[src/rtl/tuner_sweep_peak_search.sv]
// tuner_sweep_peak_search
//
// Sweeps the ring tuning DAC code from a start code towards an end code in
// fixed strides. Every step is a tune request to the control arbiter, a
// programmable settle wait, then one power sample from the power detector.
// A climb/fall detector with threshold and hysteresis picks out local maxima
// of the power-versus-code curve. Up to NUM_TARGET peaks, their count and an
// overflow flag are returned through a valid/ready result port.
//
// Ports
//   i_clk, i_rst          clock, synchronous active-low reset
//   i_cfg_tune_*          sweep start / end / stride, latched at trigger accept
//   i_cfg_settle          idle cycles after each tune handshake
//   i_cfg_pwr_thresh      minimum power for a peak to be committed
//   i_cfg_pwr_hyst        hysteresis for peak commit and detector re-arm
//   i_trig_val/o_trig_rdy sweep start handshake
//   o_tune_*/i_tune_rdy   tune code request to the arbiter
//   i_pwr_*/o_pwr_rdy     power sample stream from the detector PHY
//   o_peaks_*/i_peaks_rdy sweep result (codes, powers, count, overflow)
//   o_mon_state           current FSM state
//   o_mon_peak_commit     one-cycle pulse per committed peak, dropped ones too
//
// state   | meaning
// IDLE    | waiting for a sweep trigger
// TUNE    | presenting the current code to the arbiter
// SETTLE  | settle down-counter running
// MEASURE | waiting for one power sample
// EVAL    | detector update, peak commit, next-code decision
// DONE    | presenting results until accepted

module tuner_sweep_peak_search #(
   parameter  int DAC_WIDTH    = 8,
   parameter  int ADC_WIDTH    = 8,
   parameter  int NUM_TARGET   = 4,
   parameter  int SETTLE_WIDTH = 8,
   localparam int CNT_W        = $clog2(NUM_TARGET + 1)
) (
   input  logic                    i_clk,
   input  logic                    i_rst,
   input  logic [DAC_WIDTH-1:0]    i_cfg_tune_start,
   input  logic [DAC_WIDTH-1:0]    i_cfg_tune_end,
   input  logic [DAC_WIDTH-1:0]    i_cfg_tune_stride,
   input  logic [SETTLE_WIDTH-1:0] i_cfg_settle,
   input  logic [ADC_WIDTH-1:0]    i_cfg_pwr_thresh,
   input  logic [ADC_WIDTH-1:0]    i_cfg_pwr_hyst,
   input  logic                    i_trig_val,
   output logic                    o_trig_rdy,
   output logic                    o_tune_val,
   output logic [DAC_WIDTH-1:0]    o_tune_code,
   input  logic                    i_tune_rdy,
   input  logic                    i_pwr_val,
   input  logic [ADC_WIDTH-1:0]    i_pwr_data,
   output logic                    o_pwr_rdy,
   output logic                    o_peaks_val,
   input  logic                    i_peaks_rdy,
   output logic [DAC_WIDTH-1:0]    o_peaks_tune [NUM_TARGET],
   output logic [ADC_WIDTH-1:0]    o_peaks_pwr  [NUM_TARGET],
   output logic [CNT_W-1:0]        o_peaks_cnt,
   output logic                    o_peaks_ovf,
   output logic [2:0]              o_mon_state,
   output logic                    o_mon_peak_commit
);

   localparam logic [2:0] IDLE    = 3'd0;
   localparam logic [2:0] TUNE    = 3'd1;
   localparam logic [2:0] SETTLE  = 3'd2;
   localparam logic [2:0] MEASURE = 3'd3;
   localparam logic [2:0] EVAL    = 3'd4;
   localparam logic [2:0] DONE    = 3'd5;

   logic [2:0]              state;
   logic [DAC_WIDTH-1:0]    code;
   logic [DAC_WIDTH-1:0]    cfg_end;
   logic [DAC_WIDTH-1:0]    stride;
   logic [SETTLE_WIDTH-1:0] settle_cnt;
   logic [ADC_WIDTH-1:0]    sample;

   // detector state
   logic                    climb;
   logic [ADC_WIDTH-1:0]    max_pwr;
   logic [DAC_WIDTH-1:0]    max_code;
   logic [ADC_WIDTH-1:0]    min_pwr;

   // EVAL-cycle combinational results
   logic                    nxt_climb;
   logic [ADC_WIDTH-1:0]    nxt_max;
   logic [DAC_WIDTH-1:0]    nxt_max_code;
   logic [ADC_WIDTH-1:0]    nxt_min;
   logic                    commit;
   logic [ADC_WIDTH-1:0]    commit_pwr;
   logic [DAC_WIDTH-1:0]    commit_code;
   logic [DAC_WIDTH:0]      next_code_wide;
   logic                    last_step;

   assign o_trig_rdy  = (state == IDLE) && i_rst;
   assign o_tune_val  = (state == TUNE);
   assign o_tune_code = code;
   assign o_pwr_rdy   = (state == MEASURE);
   assign o_peaks_val = (state == DONE);
   assign o_mon_state = state;

   always_comb begin
      nxt_climb    = climb;
      nxt_max      = max_pwr;
      nxt_max_code = max_code;
      nxt_min      = min_pwr;
      commit       = 1'b0;
      commit_pwr   = max_pwr;
      commit_code  = max_code;

      // one extra bit so a step past the top of the DAC range ends the sweep
      next_code_wide = {1'b0, code} + {1'b0, stride};
      last_step      = next_code_wide[DAC_WIDTH] ||
                       (next_code_wide > {1'b0, cfg_end});

      if (climb) begin
         if (sample > max_pwr) begin
            nxt_max      = sample;
            nxt_max_code = code;
         end else if ((({1'b0, sample} + {1'b0, i_cfg_pwr_hyst}) < {1'b0, max_pwr}) &&
                      (max_pwr >= i_cfg_pwr_thresh)) begin
            commit    = 1'b1;
            nxt_climb = 1'b0;
            nxt_min   = sample;
         end
      end else begin
         if (sample < min_pwr) begin
            nxt_min = sample;
         end
         if ({1'b0, sample} > ({1'b0, nxt_min} + {1'b0, i_cfg_pwr_hyst})) begin
            nxt_climb    = 1'b1;
            nxt_max      = sample;
            nxt_max_code = code;
         end
      end

      // A climb commit always leaves the detector falling, so a trailing
      // commit can never coincide with it in the same EVAL cycle.
      if (last_step && nxt_climb && (nxt_max >= i_cfg_pwr_thresh)) begin
         commit      = 1'b1;
         commit_pwr  = nxt_max;
         commit_code = nxt_max_code;
      end
   end

   always_ff @(posedge i_clk) begin
      if (!i_rst) begin
         state             <= IDLE;
         code              <= '0;
         cfg_end           <= '0;
         stride            <= '0;
         settle_cnt        <= '0;
         sample            <= '0;
         climb             <= 1'b1;
         max_pwr           <= '0;
         max_code          <= '0;
         min_pwr           <= '0;
         o_peaks_cnt       <= '0;
         o_peaks_ovf       <= 1'b0;
         o_mon_peak_commit <= 1'b0;
         for (int i = 0; i < NUM_TARGET; i++) begin
            o_peaks_tune[i] <= '0;
            o_peaks_pwr[i]  <= '0;
         end
      end else begin
         o_mon_peak_commit <= 1'b0;
         case (state)
            IDLE: begin
               if (i_trig_val) begin
                  code        <= i_cfg_tune_start;
                  cfg_end     <= i_cfg_tune_end;
                  stride      <= (i_cfg_tune_stride == '0) ? DAC_WIDTH'(1) : i_cfg_tune_stride;
                  climb       <= 1'b1;
                  max_pwr     <= '0;
                  max_code    <= '0;
                  min_pwr     <= '0;
                  o_peaks_cnt <= '0;
                  o_peaks_ovf <= 1'b0;
                  for (int i = 0; i < NUM_TARGET; i++) begin
                     o_peaks_tune[i] <= '0;
                     o_peaks_pwr[i]  <= '0;
                  end
                  state <= TUNE;
               end
            end
            TUNE: begin
               if (i_tune_rdy) begin
                  settle_cnt <= i_cfg_settle;
                  state      <= SETTLE;
               end
            end
            SETTLE: begin
               if (settle_cnt == '0) begin
                  state <= MEASURE;
               end else begin
                  settle_cnt <= settle_cnt - SETTLE_WIDTH'(1);
               end
            end
            MEASURE: begin
               if (i_pwr_val) begin
                  sample <= i_pwr_data;
                  state  <= EVAL;
               end
            end
            EVAL: begin
               climb    <= nxt_climb;
               max_pwr  <= nxt_max;
               max_code <= nxt_max_code;
               min_pwr  <= nxt_min;
               if (commit) begin
                  o_mon_peak_commit <= 1'b1;
                  if (o_peaks_cnt < CNT_W'(NUM_TARGET)) begin
                     for (int i = 0; i < NUM_TARGET; i++) begin
                        if (o_peaks_cnt == CNT_W'(i)) begin
                           o_peaks_tune[i] <= commit_code;
                           o_peaks_pwr[i]  <= commit_pwr;
                        end
                     end
                     o_peaks_cnt <= o_peaks_cnt + CNT_W'(1);
                  end else begin
                     o_peaks_ovf <= 1'b1;
                  end
               end
               if (last_step) begin
                  state <= DONE;
               end else begin
                  code  <= next_code_wide[DAC_WIDTH-1:0];
                  state <= TUNE;
               end
            end
            DONE: begin
               if (i_peaks_rdy) begin
                  state <= IDLE;
               end
            end
            default: state <= IDLE;
         endcase
      end
   end

endmodule

[config.mk]
export PLATFORM = sky130hd
export DESIGN_NAME = tuner_sweep_peak_search
export DESIGN_NICKNAME = d
export VERILOG_FILES = /design/src/rtl/tuner_sweep_peak_search.sv
export SDC_FILE = /design/constraint.sdc
export NUM_CORES = 1
export LEC_CHECK = 0
export CAP_MARGIN = 10
export CORE_ASPECT_RATIO = 1.2
export CORE_UTILIZATION = 50
export DETAILED_ROUTE_END_ITERATION = 10
export PLACE_DENSITY = 0.77
export RECOVER_POWER = 25
export SETUP_SLACK_MARGIN = 0.2
export SYNTH_ARGS = -nofsm -noshare
export SYNTH_HDL_FRONTEND = slang
export SYNTH_SLANG_ARGS = --single-unit
[constraint.sdc]
create_clock -name i_clk -period 17 [get_ports i_clk]
set_input_delay 3.4 -clock i_clk [delete_from_list [all_inputs] [get_ports i_clk]]
set_output_delay 3.4 -clock i_clk [all_outputs]
set_load 0.05 [all_outputs]
* Yosys cells after proc, flatten, opt, wreduce, memory -nomap -nowiden
Index checks and enable logic that the tools add are counted.
** Word-level totals
- Word-level logic and storage cells :: 148
- Register bits :: 137
- Input port bits :: 62
** Cells by class
- Equal/unequal tests :: 24
- Multiplexer cells :: 65
- Add/subtract/negate cells :: 5
- $lt $le $gt $ge :: 8
- Reduce and logical (&&, ||, !) cells :: 25
** Operators with widths (count)
- 2-to-1 mux 8 bit :: 27
- 2-to-1 mux 32 bit :: 5
- one-hot mux 32 bit (2 select lines) :: 2
- one-hot mux 8 bit (2 select lines) :: 5
- adder 8 x 8 -> 9 bit :: 3
- 2-to-1 mux 3 bit :: 9
- AND reduction 5 bit :: 5
- inequality test 2 bit, second input constant :: 12
- one-hot mux 3 bit (6 select lines) :: 1
- greater-or-equal comparator 8 bit :: 2
- logical NOT 8 bit :: 2
- 2-to-1 mux 1 bit :: 13
- equality test 3 x 2 -> 1 bit, second input constant :: 4
- AND reduction 4 bit :: 3
- > comparator 8 x 9 -> 1 bit :: 1
- > comparator 9 x 8 -> 1 bit :: 1
- < comparator 9 x 8 -> 1 bit :: 1
- > comparator 8 bit :: 1
- < comparator 8 bit :: 1
- AND reduction 2 bit :: 4
- subtractor 8 x 1 -> 8 bit, second input constant :: 1
- equality test 3 x 1 -> 1 bit, second input constant :: 2
- equality test 3 bit, second input constant :: 2
- logical NOT 3 bit :: 2
- other kinds (10) :: 18

* Logic depth before layout (Yosys ltp)
- Depth in word-level cells :: 14
- Depth in mapped cells :: 36
- Depth with buffers taken out :: 32

* Worst setup path after synthesis
Ideal clock, no wire load.
- Path kind :: input port to flip-flop
- Start point :: input port i_cfg_pwr_hyst[1]
- End point :: register o_peaks_tune[25] (netlist bit)
- Required time :: 16927 ps
- Data arrival time :: 8257 ps
- Cell stages on the path :: 26
- Path buffers :: 2
- Slack :: 8671 ps
- Cells stage by stage :: ha_1 -> a21o_1 -> a21o_1 -> a21o_1 -> a21o_1 -> a21oi_1 -> o21bai_1 -> xnor2_1 -> ha_1 -> and3_1 -> nand2_1 -> o21ai_0 -> a311o_1 -> o21ai_0 -> buf_4 -> mux2_2 -> ha_1 -> o21ai_0 -> a21oi_1 -> or3_1 -> a21oi_1 -> a211oi_4 -> or2_4 -> a41oi_4 -> buf_6 -> o2bb2ai_1
** Between the ends
- Longest elaborated chain between the ends :: 13
- Elaborated cells on any way between the ends :: 27
** RTL lines
- start: declaration :: RTL line 45 : input logic [ADC_WIDTH-1:0] i_cfg_pwr_hyst,
- parallel branches: the longest is 13 deep, another holds adder 8 x 8 -> 9 bit
- end signal: indexed assignment :: RTL line 215 : o_peaks_tune[i] <= commit_code;
- end: declaration :: RTL line 56 : output logic [DAC_WIDTH-1:0] o_peaks_tune [NUM_TARGET],
Several ways; the timed one is not identified. The select of a mux whose other input is x is not followed.
A chain may end at the register's enable or synchronous reset.

* Worst setup path after layout
- Start point :: input port i_cfg_pwr_hyst[1]
- End point :: register o_peaks_pwr[26] (netlist bit)
** Between the ends
- Longest elaborated chain between the ends :: 13
- Elaborated cells on any way between the ends :: 25
** RTL lines
- parallel branches: the longest is 13 deep, another holds adder 8 x 8 -> 9 bit
- end signal: indexed assignment :: RTL line 216 : o_peaks_pwr[i] <= commit_pwr;
- end: declaration :: RTL line 57 : output logic [ADC_WIDTH-1:0] o_peaks_pwr [NUM_TARGET],
Several ways; the timed one is not identified. The select of a mux whose other input is x is not followed.

==> metrics.md <==
| Metric | Value |
|---|---|
| Flop and latch count out of synthesis | 137 |
| Required time of the critical path | 17.28 ns |
| CTS Buffer Depth | 2 |
| DR vias | 6737 |
| Worst slack, placed | 7.38 ns |
| Critical-path maximum fanout | 11 |
| RSZ-0062 raised after global routing | false |
| Core footprint | 14600 um^2 |
| Total Power | 882 uW |
| H-Tree Depth | 4 |
| TritonCTS clock tree | yes |
| Biggest area consumer among synthesized cells | dfxtp_1 |
| Ys Warns | 0 |
| # rows | 48 |
| Pwr dens | 90.1 nW/um^2 |
| Final Net Count | 1106 |
| GRT Total Usage | 26.7% |
| WP buf/inv | 2 |
| Initial core utilization | 52.0% |
| Setup ws final | 7.56 ns |
| DR iter-0 viols | 393 |
| Max-slew violation count | 44 |
| Skew-Pair Late Insertion Delay | 0.43 ns |
| Full die area | 15700 um^2 |
| Final ANT Viol Nets | 0 |
| CTS Sinks | 137 |
| Top delay family on crit path | compound AO/OA/AOI/OAI gates |
| Failing checks | max-capacitance violations, max-slew violations |
| Synth Flop Type | dfxtp_1 |
| Area after DPL | 9140 um^2 |
| WL per Instance | 17.5 um |
| CTS Hold Bufs | 0 |
| Die Y | 137 um |
| Mapped Area | 7590 um^2 |
| Reg2reg end | o_peaks_pwr[26]$_SDFFE_PN0P_ |
| Post-Layout Cell Count | 1167 |
| Status | finished, violations left |
| Fillcell total | 1210 |
| Die W | 114 um |
| Worst hold stages | 1 |
| Placed Instances | 1135 |
| # IOs | 146 |
| CTS buffer count | 17 |
| Lkg Pwr | 0.00397 uW |
| Critical path's most frequent cell | a21o_1 |
| Arrival time worst endpoint | 9.72 ns |
| Max Freq | 0.106 GHz |
| Worst setup EP type | flop |
| Async SR Flop Fraction | 0% |
| Max stage delay on crit path | 0.83 ns |
| Antenna fix cells | 0 |
| Vias per cell | 5.77 |
| Slew margin rel. | -27.1% |
| Drt pass-1 iters | 5 |
| Setup violations, final | 0 |
| Post-Syn Nets | 974 |
| Routability cong. | 0.874 |
| Final HPWL DP | 15100 um |
| Reg2Reg Depth | 31 |
| GRT overflow | 0 |
| Hold_sp | o_peaks_tune[5]$_SDFFE_PN0P_ |
| Post-route DRC | 0 |
| Netlist cell types | 64 |
| Final Hold Fails | 0 |
| Max cap viols | 1 |
| CP startpoint kind | input pin |
| Final Instance Area | 9790 um^2 |
| Critical Setup Path Class | input pin to flop |
| Worst vdd ir | 0.0000601 V |
| Clk_skew | 0.0124 ns |
| Post-CTS sizing | 0 |
| Clk slew on worst S/H paths | 0.07 ns |
| Dominant cells by area after synthesis | dfxtp_1, ha_1, o2bb2ai_1, a21oi_1, nand2_1 |
| Synthesized instance count | 822 |
| Number of global-route vias before repair | 6409 |
| Total Routed Length | 20400 um |
| Period utilization | 55.5% |
| Hold endpoint | o_peaks_tune[5]$_SDFFE_PN0P_ |
| Share of the synthesized area in the top cell type | 36.1% |
| Setup Fix Bufs, Post-CTS | 0 |
| Worst slew pin tran | 1.91 ns |
| First-pass GRT wire length | 32300 um |
| CP max stage cell | nor2b_1 |
| Antenna violations before repair | 0 |
| Syn_area_per_cell | 9.24 um^2 |
| Final min period | 9.44 ns |
| Post-synth EDFFs | 0 |
| Register area share after synthesis | 36.1% |
| Port Buffers | 145 |
| Reg2reg start | sample[1]$_SDFFE_PN0P_ |
| Area grow syn2layout | 28.9% |
| Hold Crit Class | flop to flop |
| R2R Setup Slk | 8.66 ns |
| Largest net degree at the start of global routing | 44 |
| CTS Root Cell | clkbuf_16 |
| Layout cells sized above 1 | 6.93% |
| Sum Neg Setup Slack | 0 ns |
## power breakdown
group | internal (uW) | switching (uW)
clock network | 240 | 160
logic | 58.7 | 83.2
registers | 329 | 10.4
## final cells by class
class	instances	area, um^2	share of cell area (%)
clock buffer	17	425	4.35
tap	200	250	2.56
multi-input combinational	599	4480	45.8
inverter	50	188	1.92
sequential	137	2740	28.0
clock inverter	15	228	2.33
timing repair buffer	149	1470	15.1
## worst reg2reg max path: cells and delay by family (launching register included)
family | cells | cell delay [ns]
compound gates | 18 | 3.61
simple gates | 4 | 1.20
flops | 1 | 0.63
xor+xnor | 1 | 0.13
fa+ha+maj | 4 | 1.10
mux | 3 | 1.32
buf+inv | 1 | 0.23
## how the worst max path moves through the flow
stage	start	end	slack, ns	cells after the start
floorplan	i_cfg_pwr_hyst[1]	o_peaks_tune[25]$_SDFFE_PN0P_	8.67	26
global placement	i_cfg_pwr_hyst[1]	o_peaks_pwr[5]$_SDFFE_PN0P_	7.54	25
detailed placement	i_cfg_pwr_hyst[1]	o_peaks_pwr[14]$_SDFFE_PN0P_	7.38	25
CTS	i_cfg_pwr_hyst[1]	o_peaks_pwr[26]$_SDFFE_PN0P_	7.66	26
global route	i_cfg_pwr_hyst[1]	o_peaks_pwr[18]$_SDFFE_PN0P_	7.21	25
finish	i_cfg_pwr_hyst[1]	o_peaks_pwr[26]$_SDFFE_PN0P_	7.56	26
## logic make-up (layout without fill, tap and decap cells)
group                    after synthesis  after routing  share of synthesized area, %
adder cells (fa/ha/maj)               90             90                          15.1
AO/OA/AOI/OAI                        266            266                          25.4
AND/OR/NAND/NOR                      192            192                          11.6
multiplexers                          36             36                          5.09
flip-flops                           137            137                          36.1
buffers and inverters                 86            231                          4.94
XOR/XNOR                              15             15                          1.73
## metal layers
metal	global-route usage [%]	part of all wire [%]
met1	31.6	42
met2	47.4	51
met3	4.83	4.6
met4	11.0	2.7
met5	0	0
## cells in the mapped netlist, types with 8 or more instances
cell type and n:
a21oi_1 77, nor3_1 9, nand2_1 91, dfxtp_1 137, mux2_2 17, a211oi_1 12, nand3_1 10, a32o_1 8
a21o_1 17, mux2i_1 18, xnor2_1 13, nor2_1 36, a22o_1 15, clkbuf_1 22, o2bb2ai_1 64, inv_1 49
ha_1 87, o21ai_0 29
## cells in the final DEF (no fill, tap or decap), drive strengths merged, types with 5 or more instances in the layout
cell type and n:
dfxtp 137, a21o 17, and3 5, clkdlybuf4s50 124, o21bai 5, a21oi 77
a211oi 15, o21a 5, mux2i 18, o21ai 31, nor2 36, inv 57
mux2 18, nor3 9, a22o 15, and2 7, nand2 92, o2bb2ai 64
nand4 7, clkbuf 19, nand3 10, xnor2 13, clkinv 5, ha 87
a32o 8, dlygate4sd3 21
## flip-flops by register name, summed over array words and instances (netlist names)
signal	count
o_mon_peak_commit	1
o_mon_state	3
climb	1
cfg_end	8
o_peaks_cnt	3
min_pwr	8
o_peaks_pwr	32
stride	8
sample	8
o_peaks_ovf	1
o_peaks_tune	32
max_pwr	8
settle_cnt	8
o_tune_code	8
max_code	8
## through the flow
stage	utilization (%)	hold WS, ns
5_1_grt	67.1	0.473
6_report	67.1	0.456
2_1_floorplan	-	0.436
4_1_cts	67.1	0.457
3_3_place_gp	62.6	0.444
3_5_place_dp	62.6	0.446
No activity file was read; power rests on OpenSTA's default activity.
